File: config.mk
export PLATFORM = sky130hd
export DESIGN_NAME = hazard_forward_unit
export DESIGN_NICKNAME = d
export VERILOG_FILES = /design/src/rtl/hazard_forward_unit_pkg.sv /design/src/rtl/sb_entry_reg.sv /design/src/rtl/hazard_forward_unit.sv
export SDC_FILE = /design/constraint.sdc
export NUM_CORES = 1
export LEC_CHECK = 0
export ABC_AREA = 0
export BUFFER_PORTS_ARGS = -buffer_cell sky130_fd_sc_hd__buf_2
export CORE_AREA = 2 2 48 50
export DETAILED_ROUTE_END_ITERATION = 6
export DIE_AREA = 0 0 50 52
export PLACE_DENSITY = 0.79
export REMOVE_ABC_BUFFERS = 1
export SETUP_SLACK_MARGIN = 0.1
export SLEW_MARGIN = 10
export SYNTH_ARGS = -nofsm -noshare
export SYNTH_HDL_FRONTEND = slang
export SYNTH_SLANG_ARGS = --single-unit
File: constraint.sdc
create_clock -name clk -period 1.8 [get_ports clk]
set_input_delay 0.36 -clock clk [delete_from_list [all_inputs] [get_ports clk]]
set_output_delay 0.36 -clock clk [all_outputs]
set_load 0.01 [all_outputs]
File: src/rtl/hazard_forward_unit_pkg.sv
// Shared forwarding constants: FU select codes and scoreboard entry field layout.
// Latency: n/a (types and constants only).
// Backpressure: n/a.
package hazard_forward_unit_pkg;

  // Operand forward select codes, shared with the execute-stage operand muxes.
  typedef enum logic [1:0] {
    FWD_NONE = 2'b00,  // take the register-file value
    FWD_WB   = 2'b01,  // take the write-back bus
    FWD_EM   = 2'b10,  // take the ALU result held in EX/MEM
    FWD_MW   = 2'b11   // take the ALU result held in MEM/WB
  } fwd_sel_e;

  // Scoreboard entry layout, packed as {wr_addr, is_load, valid}.
  localparam int SB_VALID_BIT = 0;
  localparam int SB_LOAD_BIT  = 1;
  localparam int SB_ADDR_LSB  = 2;
  localparam int SB_META_W    = 2;

  // Load-use stall counter width; covers stall windows of up to 4 bubbles.
  localparam int STALL_CNT_W  = 2;

  // A writer two ahead of decode reaches operand A from MEM/WB if it is an
  // ALU op, but a load's data only appears on the write-back bus.
  function automatic fwd_sel_e mw_src_code(input logic is_load);
    return is_load ? FWD_WB : FWD_MW;
  endfunction

endpackage

File: src/rtl/sb_entry_reg.sv
// One scoreboard slot: registered {wr_addr, is_load, valid} for an in-flight writer.
// Latency: 1 cycle from entry_i to entry_o.
// Backpressure: hold_i freezes the slot; clear_i loads an all-zero (invalid) entry.
module sb_entry_reg
  import hazard_forward_unit_pkg::*;
#(
  parameter int RA_W = 3
) (
  input  logic                      clk,
  input  logic                      rst,
  input  logic                      hold_i,
  input  logic                      clear_i,
  input  logic [RA_W+SB_META_W-1:0] entry_i,
  output logic [RA_W+SB_META_W-1:0] entry_o
);

  logic [RA_W+SB_META_W-1:0] entry_q;
  logic [RA_W+SB_META_W-1:0] entry_d;

  // Next entry: a cleared slot is a bubble with no stale address or load flag.
  always_comb begin
    entry_d = clear_i ? '0 : entry_i;
  end

  // Slot register; reset leaves it invalid, hold keeps the current writer.
  always_ff @(posedge clk or negedge rst) begin
    if (!rst) begin
      entry_q <= '0;
    end else if (!hold_i) begin
      entry_q <= entry_d;
    end
  end

  assign entry_o = entry_q;

endmodule

File: src/rtl/hazard_forward_unit.sv
// Decode-side hazard unit: tracks EX/MEM/WB writers, issues registered forward selects and load-use stalls.
// Latency: selects register on the edge the instruction enters EX; stall is combinational from decode.
// Backpressure: pipe_hold freezes all state and forces stall; load-use holds decode for LOAD_STALL cycles.
module hazard_forward_unit
  import hazard_forward_unit_pkg::*;
#(
  parameter int RA_W       = 3,
  parameter int LOAD_STALL = 1
) (
  input  logic            clk,
  input  logic            rst,
  input  logic            id_valid,
  input  logic [RA_W-1:0] id_src_addr,
  input  logic [RA_W-1:0] id_dst_addr,
  input  logic            id_uses_src,
  input  logic            id_uses_dst,
  input  logic            id_wr_en,
  input  logic [RA_W-1:0] id_wr_addr,
  input  logic            id_is_load,
  input  logic            pipe_hold,
  input  logic            flush,
  output logic [1:0]      fu_src_sel,
  output logic [1:0]      fu_dst_sel,
  output logic            stall,
  output logic            ex_bubble
);

  localparam int EW = RA_W + SB_META_W;
  // The first stall cycle is the hazard cycle itself; the counter covers the rest.
  localparam logic [STALL_CNT_W-1:0] STALL_RELOAD = STALL_CNT_W'(LOAD_STALL - 1);

  // Scoreboard slots mirroring the EX, MEM and WB positions.
  logic [EW-1:0] e_q;
  logic [EW-1:0] m_q;
  logic [EW-1:0] w_q;
  logic [EW-1:0] dec_entry;

  logic [STALL_CNT_W-1:0] cnt_q;
  logic [STALL_CNT_W-1:0] cnt_d;
  fwd_sel_e               src_sel_q;
  fwd_sel_e               src_sel_d;
  fwd_sel_e               dst_sel_q;
  fwd_sel_e               dst_sel_d;
  logic                   ex_bubble_q;
  logic                   ex_bubble_d;

  logic            e_vld;
  logic            e_ld;
  logic [RA_W-1:0] e_addr;
  logic            m_vld;
  logic            m_ld;
  logic [RA_W-1:0] m_addr;

  logic src_hit_e;
  logic dst_hit_e;
  logic src_hit_m;
  logic dst_hit_m;
  logic load_use;
  logic cnt_busy;
  logic stall_int;
  logic inject;
  logic e_clear;

  // The WB slot is tracked for pipeline alignment only; writers that far
  // ahead are already visible through register-file write-before-read.
  logic sb_w_unused;
  assign sb_w_unused = ^w_q;

  assign e_vld  = e_q[SB_VALID_BIT];
  assign e_ld   = e_q[SB_LOAD_BIT];
  assign e_addr = e_q[SB_ADDR_LSB +: RA_W];
  assign m_vld  = m_q[SB_VALID_BIT];
  assign m_ld   = m_q[SB_LOAD_BIT];
  assign m_addr = m_q[SB_ADDR_LSB +: RA_W];

  // Operand matches against the writers one (E) and two (M) ahead of decode.
  always_comb begin
    src_hit_e = id_uses_src & e_vld & (e_addr == id_src_addr);
    dst_hit_e = id_uses_dst & e_vld & (e_addr == id_dst_addr);
    src_hit_m = id_uses_src & m_vld & (m_addr == id_src_addr);
    dst_hit_m = id_uses_dst & m_vld & (m_addr == id_dst_addr);
  end

  // Load-use detection and bubble injection; both operands against the same
  // load collapse into one hazard, so only one stall window is opened.
  always_comb begin
    load_use  = e_ld & (src_hit_e | dst_hit_e);
    cnt_busy  = (cnt_q != '0);
    stall_int = cnt_busy | load_use;
    inject    = flush | stall_int | ~id_valid;
    e_clear   = inject | ~id_wr_en;
  end

  assign stall = pipe_hold | stall_int;

  // Decode entry offered to the EX slot; the slot's clear turns it into a bubble.
  assign dec_entry = {id_wr_addr, id_is_load, 1'b1};

  // Stall counter: flush abandons the window, otherwise count down the
  // remaining bubbles or open a new window on a fresh load-use hazard.
  always_comb begin
    cnt_d = '0;
    if (flush) begin
      cnt_d = '0;
    end else if (cnt_busy) begin
      cnt_d = cnt_q - STALL_CNT_W'(1);
    end else if (load_use) begin
      cnt_d = STALL_RELOAD;
    end
  end

  // Forward selects: the newest matching writer wins; bubbles carry no forward.
  always_comb begin
    src_sel_d = FWD_NONE;
    dst_sel_d = FWD_NONE;
    if (!inject) begin
      if (src_hit_e) begin
        src_sel_d = FWD_EM;
      end else if (src_hit_m) begin
        src_sel_d = mw_src_code(m_ld);
      end
      // Operand B has no MEM/WB ALU path, so a two-ahead writer comes off WB.
      if (dst_hit_e) begin
        dst_sel_d = FWD_EM;
      end else if (dst_hit_m) begin
        dst_sel_d = FWD_WB;
      end
    end
  end

  // ex_bubble follows whatever validity the EX slot is loaded with.
  assign ex_bubble_d = e_clear;

  // Registered outputs and stall counter; reset abandons any stall at once.
  always_ff @(posedge clk or negedge rst) begin
    if (!rst) begin
      src_sel_q   <= FWD_NONE;
      dst_sel_q   <= FWD_NONE;
      ex_bubble_q <= 1'b1;
      cnt_q       <= '0;
    end else if (!pipe_hold) begin
      src_sel_q   <= src_sel_d;
      dst_sel_q   <= dst_sel_d;
      ex_bubble_q <= ex_bubble_d;
      cnt_q       <= cnt_d;
    end
  end

  assign fu_src_sel = src_sel_q;
  assign fu_dst_sel = dst_sel_q;
  assign ex_bubble  = ex_bubble_q;

  sb_entry_reg #(.RA_W(RA_W)) u_sb_e (
    .clk     (clk),
    .rst     (rst),
    .hold_i  (pipe_hold),
    .clear_i (e_clear),
    .entry_i (dec_entry),
    .entry_o (e_q)
  );

  sb_entry_reg #(.RA_W(RA_W)) u_sb_m (
    .clk     (clk),
    .rst     (rst),
    .hold_i  (pipe_hold),
    .clear_i (1'b0),
    .entry_i (e_q),
    .entry_o (m_q)
  );

  sb_entry_reg #(.RA_W(RA_W)) u_sb_w (
    .clk     (clk),
    .rst     (rst),
    .hold_i  (pipe_hold),
    .clear_i (1'b0),
    .entry_i (m_q),
    .entry_o (w_q)
  );

endmodule

==> out/summary.txt <==
Post-DP HPWL: 1470 um
vias in the first global route: 706
Worst setup SP type: flip-flop
crit path max fanout: 2
Final nets: 141
GRT Total Usage: 15.8%
min-delay src: id_wr_addr[0]
GRT overflow: 0
status: finished with violations
CP Capture Type: output pin
Switch Pwr: 186 uW
R2R Path Start: u_sb_e.entry_o[3]
initial antenna violation count: 0
Initial Util: 41.6%
Crit Path Category: reg -> out
flops & latches, synth: 17
CP top delay family: simple AND/OR/NAND/NOR gates
sequential area share after synthesis: 48.7%
setup TNS: -0.756 ns
share of cells above drive strength 1: 39.3%
Final Cycle Share: 117%
most common cell in the netlist: dfrtp_1
Synth cell types: 26
GP Congestion: 0.881
hold_ws: 0.330 ns
minimum clock period: 2.10 ns
Fillers: 182
Max-Cap Viols: 0
Worst-Margin Slew: 0.422 ns
clock buffer depth: 2
clk_lat worst skew: 0.28 ns
crit-path cells: xor2_1, or4_4, o221ai_4, buf_2
IO buf count: 23
Int Pwr: 537 uW
ranking of synthesized cells by area: dfrtp_1 46%, nand2_1 6.4%, xnor2_1 6.0%
largest net degree at the start of global routing: 20
htree depth: 1
I/O pin total: 24
die width: 50 um
CTS root buf: clkbuf_4
DR pass1 iterations: 4
Fmax: 476 MHz
CTS Sinks: 17
Syn Std Cell Area: 876 sq um
clock transition at the registers of the reported paths: 0.10 ns
n_diodes: 0
Post-synth top flop: dfrtp_1
Sw Share: 25.8%
final worst slack: -0.299 ns
unrepaired setup endpoints after global routing: true
Vias: 754
Max VDD drop: 304 uV
Flop pwr share: 56.0%
delay of the slowest critical-path stage: 0.53 ns
row count: 17
Core ar.: 0.00211 sq mm
skew final: 0.00968 ns
Post-Route WL: 1960 um
drt drc: 0
first-pass GRT wire length: 3030 um
Max transition margin: 71.8%
Mapped Cells: 84
Logic pwr share: 16.7%
yosys warns: 0
total CTS buffers: 3
DIE HEIGHT: 52 um
Multi-input gate area: 434 sq um
Leak: 0.000561 uW
# setup viols final: 11
Final Power: 724 uW
Final Hold Viols: 0
HP Class: in -> reg
area leader, netlist: dfrtp_1
Buf/Inv on CP: 1
pwr dens: 625 mW/mm^2
Synth top area share: 45.7%
CP required: 1.44 ns
fin. max-slew vios: 0
Avg WL per Cell: 13.1 um
commonest cells in the netlist: 16 x dfrtp_1, 15 x nand2_1, 7 x o21ai_0, 6 x xnor2_1, 6 x xor2_1
number of synthesized flops with an enable pin: 0
Synth async-reset ratio: 100%
CTS tree: built
Die ar.: 0.00260 sq mm
Arr. time, crit path: 1.74 ns
Crit. Startpoint: u_sb_e.entry_o[3]
area grow syn2layout: 32.1%
violation count after the first detailed-routing iteration: 15
Syn Area/Cell: 10.4 sq um
Clk pwr share: 27.3%
vias per cell: 5.03
Post-DRT Antenna Nets: 0
CP max stage cell: or4_4
violated checks: negative setup slack
sequential standard cell area: 427 sq um
-- metrics by stage --
step / setup slack, ns / cell area (sq um) / instances / utilization [%]
2_1_floorplan: -0.0562 / 857 / 81 / -
3_3_place_gp: -0.0578 / 1070 / 140 / 50.7
4_1_cts: -0.310 / 1110 / 146 / 52.8
5_1_grt: -0.368 / 1160 / 150 / 55.0
3_5_place_dp: -0.0695 / 1070 / 140 / 50.7
6_report: -0.299 / 1160 / 150 / 55.0
-- registers in the layout, indices dropped and copies added, names as in the netlist --
register        flops
cnt_q               2
u_sb_e.entry_o      5
u_sb_m.entry_o      5
ex_bubble           1
fu_dst_sel          2
fu_src_sel          2
-- final timing paths --
check                               endpoint  slack (ns)  cells after the start
min reg2reg                        ex_bubble        0.47                      2
min                        u_sb_e.entry_o[2]        0.33                      3
min in group asynchronous      fu_dst_sel[0]        0.53                      2
max reg2reg                    fu_src_sel[1]       -0.07                      7
max in group asynchronous          ex_bubble        0.94                      2
max                                    stall       -0.30                      4
-- worst reg2reg max path, cell delays in order, from the launching register on --
cell      delay [ns]
dfrtp_1         0.41
xor2_1          0.15
or4_4           0.53
o221ai_4        0.20
buf_4           0.15
buf_4           0.10
buf_4           0.13
o31ai_1         0.08
-- layout by cell type, fill, tap and decap left out, types with 3 or more instances in the layout --
cell and count:
xor2_1 6, buf_2 23, nand3_1 4, clkbuf_4 3, nand2_1 15, mux2_2 4
buf_4 12, xnor2_1 6, o21ai_0 7, o31ai_1 3, dfrtp_1 16
-- cell families after synthesis --
| logic type | after synthesis | synth area share (%) |
|---|---|---|
| muxes | 4 | 5.14 |
| DFF | 17 | 48.7 |
| xor gates and xnor gates | 12 | 12.0 |
| AOI/OAI and AO/OA | 15 | 12.6 |
| buffers and inverters | 5 | 3.00 |
| and+or+nand+nor | 31 | 18.6 |
-- power by group through the flow --
stage          clock, uW  combinational, uW  sequential (uW)
2_1_floorplan          0               44.1              412
3_3_place_gp           0                104              412
3_5_place_dp           0                108              413
4_1_cts              205                110              405
5_1_grt              223                133              407
6_report             197                121              405
-- cell type report --
type | count | area share [%]
clock buffer | 3 | 1.95
clock inverter | 1 | 0.432
inverter | 2 | 0.649
multi-input combinational | 62 | 37.5
sequential | 17 | 36.9
tap | 28 | 3.03
timing repair buffer | 37 | 19.6
-- metal layers --
metal	up-vias	share of wire, %	global-route usage, %
li1	368	-	-
met5	-	0	0
met4	0	1.4	7.87
met1	362	44	17.5
met3	2	4.2	3.16
met2	22	50	28.5
-- what timing repair did --
action                                 in CTS  in global routing
gates cloned                                0                  1
endpoints found under the hold margin      10                  0
resized for setup                           0                  3
setup endpoints to repair                  11                 11
hold buffers                                1                  0
setup buffers                               1                  3
pin swaps                                   3                  1
No activity file was read; power rests on OpenSTA's default activity.
